File: config.mk
export PLATFORM = sky130hd
export DESIGN_NAME = prog_counter
export DESIGN_NICKNAME = d
export VERILOG_FILES = /design/src/rtl/prog_counter.sv
export SDC_FILE = /design/constraint.sdc
export NUM_CORES = 1
export LEC_CHECK = 0
export CAP_MARGIN = 20
export CORE_UTILIZATION = 55
export DETAILED_ROUTE_END_ITERATION = 8
export GPL_ROUTABILITY_DRIVEN = 0
export PLACE_DENSITY = 0.89
export SYNTH_ARGS = -nofsm -noshare
export SYNTH_HDL_FRONTEND = slang
export SYNTH_SLANG_ARGS = --single-unit
File: constraint.sdc
create_clock -name clk -period 5.9 [get_ports clk]
set_input_delay 1.18 -clock clk [delete_from_list [all_inputs] [get_ports clk]]
set_output_delay 1.18 -clock clk [all_outputs]
set_load 0.02 [all_outputs]
File: src/rtl/prog_counter.sv
// rtl/prog_counter.sv - programmable down-counter with one-shot/auto-reload modes and expiry count
// Optional pause input enabled by defining PROG_COUNTER_PAUSE_EN.
module prog_counter #(
  parameter int              WIDTH  = 32,
  parameter longint unsigned STEP   = 1,
  parameter int              PWIDTH = 16
) (
  input  logic              clk,
  input  logic              rst,
  input  logic [WIDTH-1:0]  cnt_init,
  input  logic              start,
  input  logic              reload,
  input  logic              abort,
`ifdef PROG_COUNTER_PAUSE_EN
  input  logic              pause,
`endif
  output logic              ready,
  output logic              done,
  output logic [WIDTH-1:0]  cnt,
  output logic [PWIDTH-1:0] periods
);

  typedef enum logic {IDLE, RUN} state_t;

  localparam logic [WIDTH-1:0]  STEP_W = WIDTH'(STEP);
  localparam logic [PWIDTH-1:0] PMAX   = '1;

  state_t              state_q, state_d;
  logic [WIDTH-1:0]    cnt_q, cnt_d;
  logic [WIDTH-1:0]    init_q, init_d;
  logic                rel_q, rel_d;
  logic [PWIDTH-1:0]   per_q, per_d;
  logic                expire;
  logic                pause_w;

`ifdef PROG_COUNTER_PAUSE_EN
  assign pause_w = pause;
`else
  assign pause_w = 1'b0;
`endif

  assign expire = (state_q == RUN) && (cnt_q == '0);

  always_comb begin
    state_d = state_q;
    cnt_d   = cnt_q;
    init_d  = init_q;
    rel_d   = rel_q;
    per_d   = per_q;
    if (state_q == IDLE) begin
      if (start) begin
        state_d = RUN;
        cnt_d   = cnt_init;
        init_d  = cnt_init;
        rel_d   = reload;
        per_d   = '0;
      end
    end else begin
      // An expiry is counted even when abort ends the run in the same cycle.
      if (expire && (per_q != PMAX)) per_d = per_q + PWIDTH'(1);
      if (abort) begin
        state_d = IDLE;
      end else if (expire) begin
        if (rel_q) cnt_d = init_q;
        else       state_d = IDLE;
      end else if (!pause_w) begin
        cnt_d = (cnt_q < STEP_W) ? '0 : cnt_q - STEP_W;
      end
    end
  end

  always_ff @(posedge clk) begin
    if (rst) begin
      state_q <= IDLE;
      cnt_q   <= '0;
      init_q  <= '0;
      rel_q   <= 1'b0;
      per_q   <= '0;
    end else begin
      state_q <= state_d;
      cnt_q   <= cnt_d;
      init_q  <= init_d;
      rel_q   <= rel_d;
      per_q   <= per_d;
    end
  end

  assign ready   = (state_q == IDLE);
  assign done    = expire;
  assign cnt     = cnt_q;
  assign periods = per_q;

endmodule
== After elaboration in Yosys (flattened, before gate mapping) ==
Cells that the tools add are included.
Word-level totals
  bits of input ports: 37
  logic and storage cells: 34
  output and inout port bits: 50
  flip-flop bits (word level): 82
Cells by class
  $lt $le $gt $ge: 1
  reductions and logical operators: 7
  add/sub/neg operators: 2
  multiplexer cells: 14
  equality and inequality tests: 4
  bitwise gates (word level): 1
Operators with widths (number)
  $mux 32: 6
  $mux 16: 3
  $logic_not 32->1: 1
  $lt 32x1->1 const B: 1
  $sub 32x1->32 const B: 1
  $add 16x1->16 const B: 1
  $ne 16x16->1 const B: 1
  $mux 1: 5
  $reduce_and 2->1: 2
  $ne 3x3->1 const B: 1
  $reduce_and 3->1: 1
  $logic_and 1x1->1: 2
  $ne 2x1->1 const B: 1
  $ne 2x2->1 const B: 1
  $reduce_bool 2->1: 1
  $not 1->1: 1

== Logic depth before layout (Yosys ltp) ==
  depth in word-level cells: 5
  gate-level depth with buffers: 10
  gate-level depth less buffers: 8

== Worst setup path after synthesis ==
Ideal clock, no wire load.
  path type: register to output
  from: register cnt_q[0], in the netlist cnt[0]
  to: output done
  cell stages (with the launch flop): 7
  data arrival time: 1924 ps
  data required time: 4720 ps
  buffers on the path: 0
  slack: 2796 ps
  cells stage by stage: dfxtp_1 inv_1 ha_1 or3b_2 and4b_1 nand3_2 nor2_1
On the way
  cells in the longest elaborated chain, start to end: 2
RTL lines
  from (decl): line 29  | logic [WIDTH-1:0] cnt_q, cnt_d;
  from (signal assigned): line 81  | cnt_q <= cnt_d;
  $logic_not 32->1: line 42  | assign expire = (state_q == RUN) && (cnt_q == '0);
  $logic_and 1x1->1: line 42
  to (decl): line 18  | output logic done,
No other way between the ends.

== Worst setup path after layout ==
Ends and elaborated chain as after synthesis.

==> summary.txt <==
Timing
  – Relative slew slack: 25.25%
  – Fmax: 0.2492 GHz
  – Setup Skew: 0.01183 ns
  – Tcrit/Tclk final: 68.01%
  – WHS: 0.4615 ns
  – Slew Limit Fails: 0
  – Final TNS setup: 0 ns
  – Least-Margin Pin Slew: 1.118 ns
  – RSZ-0062 raised after global routing: false
  – Final hold violations: 0
  – Final setup fails: 0
  – Fin crit period: 4.013 ns

Floorplanning
  – Die ar.: 8246 um^2
  – IO Count: 87
  – Core Footprint: 7687 um^2
  – Starting Density: 56.43%
  – Die Ht: 90.81 um
  – Num rows: 32
  – Die width: 90.81 um

Route
  – Vias: 4707
  – Wire per inst: 17.40 um
  – DR iter-0 viols: 437
  – DRC viols: 0
  – Vias per inst: 6.327
  – Final wirelength: 12940 um
  – Detailed Routing Iterations Pass 1: 5
  – Routed Antenna Nets: 0

Clock network
  – Clk_lat worst skew: 0.36 ns
  – Cts hold-fix bufs: 0
  – CTS tree: done
  – H-tree Lvls: 3
  – Clock Sinks: 82
  – Clock buffer depth: 2
  – Postcts setup bufs: 0
  – Num CTS Buffers: 9
  – Clock-pin slew of the registers on the worst-case setup and hold paths: 0.09 ns
  – Post-CTS Resized: 0
  – Clk root buf: clkbuf_8

Critical path
  – Cell with the biggest individual delay on the critical path: clkdlybuf4s50_1
  – Crit path cell chain: inv_1, ha_1, or3b_2, and4b_1, nand3_2, nor2_1, clkdlybuf4s50_1
  – Crit path required time: 4.72 ns
  – Crit start category: register
  – Setup crit end kind: primary output
  – CP Max Fanout: 6
  – Arrival time worst endpoint: 2.83 ns
  – Crit path largest cell delay: 0.62 ns
  – Setup CP Type: reg -> out

Placed design
  – DP Wirelength: 8523 um
  – Port Buffers: 86
  – Placement Cell Area: 5216 um^2
  – Placed Cells: 728

Synthesis
  – Mux cell area share after synthesis: 0.9230%
  – Seq/Total Area, Yosys: 37.84%
  – Post-synthesis cell area: 4338 um^2
  – Post-Synth XOR/XNOR Area: 4.240%
  – Synth unique cells: 56
  – Synth Warn #: 0
  – Async S/R FF share, synth: 0%
  – Compound-Gate Fraction of Synth Area: 24.37%
  – Most used DFF post-synth: dfxtp_1
  – Post-synth EDFFs: 0
  – Net count after synthesis: 611
  – Main combinational cell family by area after synthesis: simple AND/OR/NAND/NOR gates
  – Seq cells post-synth: 82
  – Syn_area_per_cell: 7.584 um^2
  – Post-Syn Instances: 572
  – Simple-Gate Fraction of Synth Area: 27.40%
  – Post-Synth Adder-Cell Area: 0.5769%

Global routing
  – GRT Total Usage: 31.48%
  – First-pass GRT wire length: 21120 um
  – Vias in the first global route: 4417
  – Grt ovf: 0
  – Largest net degree at the start of global routing: 59
  – Initial antenna violation count: 0

Pwr
  – Power Density: 272.8 nW/um^2
  – Worst vdd ir: 161.0 uV
  – Leak pwr: 1.905 nW

Finish
  – Commonest non-fill, non-tap cells in the layout: nand2_1, a21oi_1, clkdlybuf4s50_1
  – Area growth, synth to finish: 25.61%
  – Total Nets Final: 676
  – Most common cell after layout, fill and taps aside: nand2_1
  – Design area: 5449 um^2
  – Layout cells sized above 1: 5.607%
  – Final std cells w/o fill: 744
  – # diodes: 0

Job
  – Max-cap viol count: 0

Min path
  – Hold Crit Class: reg -> reg

Run status
  – Status: finished, final reports clean
-- critical path, delay by kind of cell, from the launching register on --
family,cells,cell delay [ns]
and+or+nand+nor,4,1.16
buffers and inverters,2,0.71
DFF,1,0.35
adders and majority gates,1,0.24
-- layout make-up --
| cell class | instances | area (um^2) |
|---|---|---|
| multi-input cells | 440 | 2497 |
| clock buffers | 10 | 127.6 |
| well taps | 102 | 127.6 |
| clock inverters | 6 | 105.1 |
| inverters | 11 | 41.29 |
| flip-flops and latches | 82 | 1642 |
| fillers | 646 | 2238 |
| repair buffers | 93 | 908.4 |
-- registers in the layout, summed over array words and instances (netlist names) --
| register | flops |
|---|---|
| cnt | 32 |
| init_q | 32 |
| periods | 16 |
| rel_q | 1 |
| state_q | 1 |
-- cells by family after synthesis --
group           count (synthesis)
mux                             4
xor+xnor                       21
simple gates                  240
fa+ha+maj                       2
buf+inv                        50
flops                          82
compound gates                173
-- report_power, final --
group,leakage (nW),internal (mW),switching (mW),total [mW]
registers,0.673,0.588,0.0459,0.634
clock network,0.120,0.279,0.209,0.488
logic,1.11,0.148,0.216,0.364
-- metrics by stage --
stage | util (%) | total power, mW | setup slack [ns]
after global placement | 67.85 | 0.9906 | 2.368
after floorplan | - | 0.8702 | 2.796
final | 70.88 | 1.487 | 1.887
after global routing | 70.88 | 1.544 | 1.797
after CTS | 70.88 | 1.477 | 1.894
after detailed placement | 67.85 | 0.9993 | 2.304
-- synth_stat cells, types with 3 or more instances --
| cell | count | area [um^2] |
|---|---|---|
| nor2_1 | 47 | 176.4 |
| or3_1 | 6 | 37.54 |
| nand2_1 | 94 | 352.8 |
| xnor2_1 | 10 | 87.58 |
| o2bb2ai_1 | 3 | 26.28 |
| nor4_1 | 9 | 56.30 |
| nand3_1 | 16 | 80.08 |
| a31oi_1 | 5 | 31.28 |
| a21oi_1 | 85 | 425.4 |
| o31ai_1 | 3 | 22.52 |
| a221oi_1 | 3 | 26.28 |
| xor2_1 | 11 | 96.34 |
| buf_2 | 5 | 25.02 |
| dfxtp_1 | 82 | 1642 |
| nor3_1 | 21 | 105.1 |
| inv_1 | 11 | 41.29 |
| nor2b_1 | 4 | 25.02 |
| o21ai_0 | 29 | 145.1 |
| clkbuf_1 | 31 | 116.4 |
| nand4_1 | 10 | 62.56 |
| or4_1 | 5 | 37.54 |
| o211ai_1 | 18 | 135.1 |
| mux2i_1 | 4 | 40.04 |
| a32o_1 | 3 | 30.03 |
| a211o_1 | 10 | 87.58 |
| and3_1 | 7 | 43.79 |
-- routing by layer --
| layer | wire, um | global-route usage (%) |
|---|---|---|
| met1 | 5316 | 40.60 |
| met2 | 6149 | 51.52 |
| met3 | 1182 | 5.640 |
| met4 | 295 | 13.62 |
| met5 | 0 | 0 |
-- path summary, 6_finish.rpt --
path	from	endpoint	slack, ns	cells past startpoint
worst max-delay path	cnt[0]$_SDFFE_PP0P_	done	1.89	7
worst min-delay path	init_q[3]$_SDFFE_PP0P_	init_q[3]$_SDFFE_PP0P_	0.46	2
worst max register to register	cnt[0]$_SDFFE_PP0P_	cnt[25]$_SDFFE_PP0P_	2.39	8
worst min register to register	init_q[3]$_SDFFE_PP0P_	init_q[3]$_SDFFE_PP0P_	0.46	2
(Power assumes the default switching activity.)
